**src/rtl/adder64_arbiter.sv**
```systemverilog
// adder64_arbiter: arbitrates NREQ requesters onto one external 64-bit adder (IDLE/EXEC/RESP).
// Define ADDER64_ARB_FIXED_PRIO_EN for fixed lowest-index priority instead of round-robin.
module adder64_arbiter #(
  parameter int NREQ = 4,
  parameter int IDW  = 2
) (
  input  logic             clk,
  input  logic             rst_n,
  input  logic [NREQ-1:0]    req_valid,
  output logic [NREQ-1:0]    req_ready,
  input  logic [NREQ*64-1:0] req_a,
  input  logic [NREQ*64-1:0] req_b,
  input  logic [NREQ-1:0]    req_cin,
  output logic [63:0]      add_a,
  output logic [63:0]      add_b,
  output logic             add_cin,
  input  logic [63:0]      add_sum,
  input  logic             add_cout,
  output logic             rsp_valid,
  input  logic             rsp_ready,
  output logic [IDW-1:0]   rsp_id,
  output logic [63:0]      rsp_sum,
  output logic             rsp_cout,
  output logic             busy
);
  typedef enum logic [1:0] {IDLE, EXEC, RESP} state_t;
  state_t state_q, state_d;
  logic [63:0] a_q, a_d, b_q, b_d, sum_q, sum_d;
  logic cin_q, cin_d, cout_q, cout_d;
  logic [IDW-1:0] id_q, id_d, gnt, idx;
  logic any;
`ifdef ADDER64_ARB_FIXED_PRIO_EN
  always_comb begin
    gnt = '0;
    any = 1'b0;
    idx = '0;
    for (int k = NREQ - 1; k >= 0; k--) begin
      idx = IDW'(k);
      if (req_valid[idx]) begin
        gnt = idx;
        any = 1'b1;
      end
    end
  end
`else
  logic [IDW-1:0] ptr_q, ptr_d;
  // scan downward from the farthest offset so the nearest valid index at/after ptr wins
  always_comb begin
    gnt = '0;
    any = 1'b0;
    idx = '0;
    for (int k = NREQ - 1; k >= 0; k--) begin
      idx = IDW'((int'(ptr_q) + k) % NREQ);
      if (req_valid[idx]) begin
        gnt = idx;
        any = 1'b1;
      end
    end
  end
  always_comb begin
    ptr_d = ptr_q;
    if (state_q == IDLE && any) ptr_d = (gnt == IDW'(NREQ - 1)) ? '0 : gnt + IDW'(1);
  end
  always_ff @(posedge clk or negedge rst_n)
    if (!rst_n) ptr_q <= '0;
    else ptr_q <= ptr_d;
`endif
  always_comb begin
    state_d   = state_q;
    a_d       = a_q;
    b_d       = b_q;
    cin_d     = cin_q;
    id_d      = id_q;
    sum_d     = sum_q;
    cout_d    = cout_q;
    req_ready = '0;
    if (state_q == IDLE && any) begin
      req_ready[gnt] = 1'b1;
      a_d            = req_a[int'(gnt)*64 +: 64];
      b_d            = req_b[int'(gnt)*64 +: 64];
      cin_d          = req_cin[gnt];
      id_d           = gnt;
      state_d        = EXEC;
    end
    if (state_q == EXEC) begin
      sum_d   = add_sum;
      cout_d  = add_cout;
      state_d = RESP;
    end
    if (state_q == RESP && rsp_ready) state_d = IDLE;
  end
  always_ff @(posedge clk or negedge rst_n)
    if (!rst_n) begin
      state_q <= IDLE;
      a_q     <= '0;
      b_q     <= '0;
      cin_q   <= 1'b0;
      id_q    <= '0;
      sum_q   <= '0;
      cout_q  <= 1'b0;
    end else begin
      state_q <= state_d;
      a_q     <= a_d;
      b_q     <= b_d;
      cin_q   <= cin_d;
      id_q    <= id_d;
      sum_q   <= sum_d;
      cout_q  <= cout_d;
    end
  assign add_a     = a_q;
  assign add_b     = b_q;
  assign add_cin   = cin_q;
  assign rsp_valid = state_q == RESP;
  assign busy      = state_q != IDLE;
  assign rsp_id    = id_q;
  assign rsp_sum   = sum_q;
  assign rsp_cout  = cout_q;
endmodule

```
**config.mk**
```make
export PLATFORM = sky130hd
export DESIGN_NAME = adder64_arbiter
export DESIGN_NICKNAME = d
export VERILOG_FILES = /design/src/rtl/adder64_arbiter.sv
export SDC_FILE = /design/constraint.sdc
export NUM_CORES = 1
export LEC_CHECK = 0
export CORE_AREA = 2 2 303 305
export CTS_CLUSTER_SIZE = 8
export DETAILED_ROUTE_END_ITERATION = 7
export DIE_AREA = 0 0 305 307
export SYNTH_ARGS = -nofsm -noshare
export SYNTH_HDL_FRONTEND = slang
export SYNTH_SLANG_ARGS = --single-unit
```
**constraint.sdc**
```tcl
create_clock -name clk -period 2.6 [get_ports clk]
set_clock_uncertainty 0.1 [all_clocks]
set_input_delay 0.52 -clock clk [delete_from_list [all_inputs] [get_ports clk]]
set_output_delay 0.52 -clock clk [all_outputs]
set_load 0.03 [all_outputs]
```
* After elaboration in Yosys (flattened, before gate mapping)
Cells that the tools add are included.
** Word-level totals
- Bits in registers :: 200
- Bits in latches :: 0
- Memory bits (writable) :: 0
- Bits in read-only memories :: 0
- Bits of input ports :: 588
- Output and inout bits :: 202
- Memories :: 0
** Cells by class
- Add/subtract/negate cells :: 4
- Multiply operators :: 0
- Divide/modulo/power cells :: 0
- Magnitude comparators :: 6
- Equal/unequal tests :: 3
- Shifts and indexed selects :: 2
- Mux-type cells :: 25
- Bitwise logic cells :: 0
- Reduce and logical (&&, ||, !) cells :: 6
** Operator list (count)
- $shiftx 256x9->64 :: 2
- $mux 2 :: 8
- $lt 2x3->1 const B :: 5
- $bmux 1 s2 :: 5
- $mux 1 :: 10
- $add 2x1->2 const B :: 2
- $add 2x2->2 const B :: 2
- $eq 2x2->1 const B :: 2
- $mux 4 :: 1
- $logic_and 1x1->1 :: 3
- $reduce_bool 3->1 :: 1
- $demux 1 s2 :: 1
- $eq 2x1->1 const B :: 1
- $ge 2x1->1 const B :: 1
- $logic_not 2->1 :: 1
- $reduce_bool 2->1 :: 1

* Logic depth before layout (Yosys ltp)
Gate-level depths: netlist (run 1).
- Depth in word-level cells :: 12
- Mapped depth :: 9
- Gate-level depth less buffers :: 7

* Least setup slack after synthesis (run 1)
Ideal clock, no wire load.
- Path kind :: register to output
- Start :: reg state_q[1]
- End :: out req_ready[0]
- Data arrival time :: 2.206 ns
- Data required time :: 1.980 ns
- Slack :: -0.226 ns
- Stages on the path, launching flop included :: 7
- Path buffers :: 3
- Cells stage by stage :: dfrtp_1 or2_1 a21o_1 clkbuf_1 clkbuf_1 clkbuf_1 nor3_1
** On the way
- Word-level cells in the longest chain between the ends :: 3
** RTL lines
- start, declared :: line 27 : state_t state_q, state_d;
- start signal, assigned :: line 102 : state_q <= state_d;
- $logic_not 2->1 :: line 77 : if (state_q == IDLE && any) begin
- $logic_and 1x1->1 :: line 77
- $mux 4 :: line 77
- end, declared :: line 10 : output logic [NREQ-1:0] req_ready,
Every way passes these cells.

* Worst setup path in the final report (run 1)
- Start :: reg ptr_q[1]
- End :: out req_ready[3]
** On the way
- Word-level cells in the longest chain between the ends :: 12
- Elaborated cells between the ends (all ways) :: 26
- Those cells by class :: add/sub (3); order compare (2); mux (19); reduce/logical (2)
** RTL lines
- start, declared :: line 46 : logic [IDW-1:0] ptr_q, ptr_d;
- start signal, assigned :: line 66 : else ptr_q <= ptr_d;
- $add 2x2->2 :: line 53 : idx = IDW'((int'(ptr_q) + k) % NREQ);
- $bmux 1 s2 :: line 54 : if (req_valid[idx]) begin
- $mux 1 (not written as such) :: line 54
- $mux 2 (4 in a row) :: line 54
- $lt 2x3->1 (not written as such) / $ge 2x1->1 (equally long branches) :: line 78 : req_ready[gnt] = 1'b1;
- $logic_and 1x1->1 (not written as such) :: line 78
- $mux 1 (not written as such) :: line 78
- $demux 1 s2 :: line 78
- $mux 4 * :: line 77
Every way passes the cells marked *; elsewhere a longest branch is shown, timed or not. The select of a mux whose other input is x is not followed.

==> results of run 1 <==
[report_power, final]
group          switching [mW]  leakage [nW]  internal [mW]
Sequential              0.944          2.43           4.67
Clock                    1.59         0.294           1.42
Combinational            8.25          5.88           7.10
Total                    10.8          8.61           13.2
[stage by stage]
stage / area (um2) / util [%] / cells
global route: 22340 / 24.64 / 3117
finish: 22350 / 24.64 / 3118
floorplan: 11180 / - / 1071
global placement: 21580 / 23.79 / 3070
detailed placement: 21580 / 23.79 / 3070
CTS: 22290 / 24.57 / 3108
[timing repair]
action / 4_1_cts / 5_1_grt
endpoints found under the hold margin: 45 / 0
pin swaps: 4 / 5
endpoints found under the setup margin: 5 / 4
buffers inserted: 5 / 2
gates resized for setup: 21 / 8
hold buffers: 1 / 0
[per-layer routing]
| layer | share of wire [%] | GRT usage (%) |
|---|---|---|
| met5 | 0.28 | 0 |
| met4 | 3.3 | 5.883 |
| met3 | 8.2 | 5.438 |
| met2 | 48 | 23.91 |
| met1 | 40 | 16.63 |
[cells in the final DEF, fill, tap and decap left out, types with 2 or more instances in the layout]
cell	instances
nor2_2	3
clkdlybuf4s50_1	778
buf_4	122
nand2_1	9
buf_6	3
diode_2	8
inv_8	6
a21o_4	2
mux2_1	116
dfrtp_1	198
nand3_1	129
dlymetal6s2s_1	2
inv_12	2
inv_6	3
clkinvlp_4	2
inv_1	2
nand2b_4	2
dfrtp_2	2
mux2_2	78
a221o_1	129
o21ai_0	130
buf_12	32
a21oi_1	130
dlygate4sd2_1	2
nand2b_1	2
clkbuf_16	17
[sequential cells by signal, summed over array words and instances (netlist names)]
register / count
add_a: 64
add_b: 64
add_cin: 1
ptr_q: 2
rsp_cout: 1
rsp_id: 2
rsp_sum: 64
state_q: 2
[logic make-up after synthesis]
logic type | after synthesis
mux | 194
buf+inv | 123
compound gates | 399
simple gates | 154
fa+ha+maj | 1
flops | 200
[worst min-delay path by stage]
stage,from,slack (ps),endpoint,cells past startpoint
CTS,rsp_sum[44],410,rsp_sum[44],1
finish,rsp_sum[9],410,rsp_sum[9],1
global route,rsp_sum[44],420,rsp_sum[44],1
global placement,rsp_id[1],390,rsp_id[1],2
floorplan,rst_n,120,add_a[0],0
detailed placement,rsp_sum[9],390,rsp_sum[9],1
[final cells by class]
cell class                 count  area (um2)
multi-input combinational    748        5762
tap                         1186        1484
fill                        9728       68350
timing repair buffer         941        9445
clock buffer                  18       439.2
sequential                   200        5007
inverter                       3       18.77
clock inverter                14       168.9
antenna                        8       20.02
==> impl_metrics.csv, run 1 <==
group,metric,value,unit
worst_setup_path,rr_worst_depth,9,
cts,numCtsBuffers,17,
global_routing,grt_max_degree,63,
logic_synthesis,synth_compound_area_share,23.89,%
logic_synthesis,synth_top_family_by_area,"compound AO/OA/AOI/OAI gates",
drt,wl_per_cell,22.46,um
pwr,p_per_area,1073,nW/um2
cts,h-tree-depth,4,
logic_synthesis,yosys.area_share.adder,0.1120,%
logic_synthesis,synth_top_cell_area_share,44.78,%
worst_setup_path,r2r_start,"ptr_q[1]",
cts,clock-sinks,200,
cts,worstSkewPairLatency,490,ps
floorplan,start_util,12.32,%
global_routing,grt_pass1_wl,96.76,mm
logic_synthesis,async_reset_ff_share,100.0,%
finish,syn2layout_area_growth,99.94,%
worst_setup_path,cpPeakStageDelay,450,ps
worst_setup_path,cp_slowest_cell,"dfrtp_2",
worst_setup_path,path_cells,"and3b_2 -> a31oi_4 -> nand2_8 -> inv_8 -> ha_4 -> and2_4 -> buf_6",
sta,tns,0,ps
logic_synthesis,synthMuxAreaShare,19.55,%
logic_synthesis,synth.most_common_cell,"dfrtp_1",
flow_run,cap_violations,0,
logic_synthesis,syn_area,11180,um2
logic_synthesis,ys_warn_count,0,
worst_setup_path,crit_start,"ptr_q[1]",
worst_setup_path,cp-start-kind,"register",
cts,cts_tree,"done",
drt,via_count,12860,
global_routing,antenna_found_initial,28,
sta,timing.fmax,388.2,MHz
drt,drtPass1Iterations,5,
sta,setup_viol,0,
worst_setup_path,crit_arrival,1960,ps
finish,drive_above_1_share,15.12,%
worst_setup_path,crit_required,1980,ps
worst_setup_path,regToRegEndpoint,"add_a[45]",
logic_synthesis,ys_seq_area_share,44.78,%
floorplan,ios,790,
sta,worstMarginPinSlew,572.7,ps
logic_synthesis,synth_area_per_cell,10.43,um2
pwr,finalPower,23.98,mW
worst_setup_path,path_depth,7,
worst_hold_path,holdCritPathClass,"register to register",
global_routing,grt_usage,14.40,%
worst_setup_path,crit_family,"simple AND/OR/NAND/NOR gates",
pwr,p_leak,8.610,nW
floorplan,rows,111,
logic_synthesis,synth.distinct_cells,28,
outcome,status,"complete, no violations",
sta,fin_crit_sh,99.08,%
global_routing,grt_pass1_vias,13340,
finish,finalNetCount,2500,
drt,wl,70.02,mm
logic_synthesis,synth_area_leaders,"dfrtp_1 45%, mux2_1 12%, a221o_1 12%, mux2_2 7.8%, a21oi_1 5.9%",
worst_setup_path,reg2reg_setup_slack,70,ps
worst_setup_path,path_class,"register to output port",
placed_design,finalWeightedCongestion,0.8685,
worst_setup_path,endpoint_kind,"output port",
worst_setup_path,crit_path_max_fanout,6,
worst_setup_path,cp-endpoint,"req_ready[3]",
sta,slew_headroom,61.82,%
drt,drtAntennaViolNets,0,
placed_design,place_ws,-414.5,ps
floorplan,die_h,307,um
worst_setup_path,cp.buffers_inverters,2,
logic_synthesis,synth.largest_area_cell,"dfrtp_1",
pwr,vdd_ir_drop_max,0.0005251,V
drt,drt_iter0_drc,856,
sta,fin_ws,23.95,ps
sta,maxSlewViolCount,0,
logic_synthesis,synth_ff_type,"dfrtp_1",
logic_synthesis,synthXorXnorAreaFrac,0,%
cts,cts_buffer_depth,2,
sta,hold_slack,408.9,ps
logic_synthesis,synth-edff-count,0,
placed_design,place_hpwl,56.25,mm
logic_synthesis,syn_inst,1071,
sta,finalHoldViolations,0,
sta,rsz0062_at_grt,"true",
logic_synthesis,syn_nets,1660,
floorplan,die_w,305,um
logic_synthesis,synth-simple-area-share,6.863,%
logic_synthesis,synth.top_cells.by_count,"200 x dfrtp_1, 132 x a21oi_1, 130 x o21ai_0",
global_routing,overflow,0,
cts,path_clk_slew,90,ps
drt,viasPerCell,4.123,
placed_design,port_buffers,789,
logic_synthesis,synth-seq-cells,200,
cts,cts_root_buf,"clkbuf_16",
floorplan,core_area,90690,um2
floorplan,die_area,93640,um2
drt,route.detailed.drc,0,
sta,period_needed,2576,ps
Power figures use the tool's default switching activity.
==> run 2, diff against run 1 <==
PLACE_DENSITY = 0.34   (was unset)
==> run 2 against run 1 <==
  * Sequential power about the same
  * Non-clock buffer count shrank 7
  * Power decreased by 0.13%
  * Global-route usage increased by 0.17 points
  * Sequential share of layout area hardly changed
  * Hold slack got worse by 12 ps
  * Register-to-register slack improved by 140 ps
  * Combinational power about the same
  * Flip-flop and latch count unchanged
  * Cell area decreased by 0.11%
  * Largest cell class unchanged
  * Setup slack lost 14 ps
  * Routed wire length increased by 0.26%
==> impl_metrics.csv, run 2 (same netlist as run 1, synthesis figures left out) <==
group,metric,value,unit
outcome,status,"complete, no violations",
placed_design,port_buffers,789,
cts,worstSkewPairLatency,490,ps
worst_setup_path,cpPeakStageDelay,450,ps
pwr,p_per_area,1073,nW/um2
finish,syn2layout_area_growth,99.73,%
sta,maxSlewViolCount,0,
finish,finalNetCount,2493,
sta,slew_headroom,61.75,%
placed_design,place_ws,-269.2,ps
sta,worstMarginPinSlew,572.0,ps
sta,rsz0062_at_grt,"true",
floorplan,die_area,93640,um2
finish,multiInputGateArea,5762,um2
global_routing,grt_max_degree,56,
global_routing,grt_usage,14.58,%
drt,wl_per_cell,22.53,um
cts,numCtsBuffers,17,
sta,timing.fmax,386.1,MHz
pwr,p_leak,8.575,nW
cts,h-tree-depth,4,
sta,period_needed,2590,ps
worst_setup_path,cp_slowest_cell,"dfrtp_2",
floorplan,ios,790,
pwr,vdd_ir_drop_max,0.0004877,V
finish,nFillCells,9753,
cts,cts_root_buf,"clkbuf_16",
worst_setup_path,cp-start-kind,"register",
drt,viasPerCell,4.064,
worst_setup_path,endpoint_kind,"output port",
sta,fin_crit_sh,99.61,%
drt,drt_iter0_drc,600,
drt,via_count,12660,
drt,drtPass1Iterations,5,
flow_run,cap_violations,0,
floorplan,core_area,90690,um2
sta,finalHoldViolations,0,
cts,path_clk_slew,80,ps
worst_setup_path,path_class,"register to output port",
finish,utilization,24.61,%
global_routing,antenna_found_initial,12,
cts,cts_buffer_depth,2,
floorplan,start_util,12.32,%
cts,cts_tree,"done",
sta,setup_viol,0,
finish,drive_above_1_share,14.61,%
placed_design,finalWeightedCongestion,0.8404,
sta,tns,0,ps
cts,clock-sinks,200,
finish,final_cell_mix,"780 x clkdlybuf4s50_1, 197 x dfrtp_1, 130 x o21ai_0, 130 x a21oi_1",
worst_hold_path,holdCritPathClass,"register to register",
worst_setup_path,crit_arrival,1970,ps
floorplan,die_w,305,um
global_routing,overflow,0,
worst_setup_path,crit_path_max_fanout,6,
global_routing,grt_pass1_wl,99.24,mm
worst_setup_path,path_cells,"and3b_2 -> a31oi_4 -> nand2_8 -> inv_6 -> ha_4 -> and2_4 -> buf_6",
floorplan,rows,111,
drt,wl,70.20,mm
global_routing,grt_pass1_vias,13720,
sta,fin_ws,10.14,ps
worst_setup_path,crit_family,"simple AND/OR/NAND/NOR gates",
finish,regArea,5009,um2
placed_design,place_hpwl,55.19,mm
drt,route.detailed.drc,0,
drt,drtAntennaViolNets,0,
worst_setup_path,crit_required,1980,ps
floorplan,die_h,307,um
worst_setup_path,cp.buffers_inverters,2,
finish,mostFrequentLayoutCell,"clkdlybuf4s50_1",
## run 2: changes by cell type in the layout (fill, tap and decap cells not counted), moves of 2 or more
cell             delta
clkinv_8            +5
clkdlybuf4s50_1     +2
diode_2             +5
nor2_2              -3
inv_8               -3
buf_4              -10
nor2_1              +2
## run 2: routing by layer
layer	track usage, %	share of wire, %	vias up
li1	-	-	5805
met1	16.34	39	6220
met2	25.48	51	565
met3	4.707	7.7	72
met4	5.837	2.7	0
met5	0	0	-
## run 2: worst register-to-register path: cells and delay by family, from the launching register on
family	cells	cell delay, ps
compound gates	2	570
buf+inv	3	550
flops	1	450
mux	1	330
simple gates	2	270
## run 2: final timing paths
path / startpoint / end / slack [ps] / depth (start not counted)
max in group asynchronous: rst_n / ptr_q[1] / 1170 / 3
worst max register to register: ptr_q[1] / add_a[21] / 210 / 8
worst min register to register: rsp_id[1] / rsp_id[1] / 400 / 2
worst min-delay path: rsp_id[1] / rsp_id[1] / 400 / 2
worst max-delay path: ptr_q[1] / req_ready[3] / 10 / 7
min in group asynchronous: rst_n / rsp_sum[44] / 460 / 2
## run 2: what timing repair did
item                                   4_1_cts  5_1_grt
pin swaps                                    6        0
setup endpoints to repair                    4        4
endpoints found under the hold margin       50        0
buffers inserted                             8        3
hold buffers                                 1        0
gates resized for setup                     21        6
## run 2: area by class of cell
type | instances | area share, %
timing repair buffer | 934 | 42.17
multi-input combinational | 748 | 25.81
sequential | 200 | 22.44
tap | 1186 | 6.648
clock buffer | 17 | 1.906
clock inverter | 15 | 0.8016
antenna | 13 | 0.1457
inverter | 3 | 0.07287
## run 2: power breakdown
group          leakage, nW  switching (mW)  internal [mW]
logic                 5.85            8.22           7.15
registers             2.43           0.942           4.67
clock network        0.291            1.65           1.31
total                 8.57            10.8           13.1
## run 2: stage by stage
step	instance area [um2]	hold WS [ps]	std cells	power [mW]
floorplan	11180	124.4	1071	13.34
global placement	21510	366.0	3059	21.02
detailed placement	21510	371.3	3059	21.06
CTS	22250	399.7	3100	24.36
global route	22310	414.6	3113	25.34
finish	22320	396.6	3116	23.95
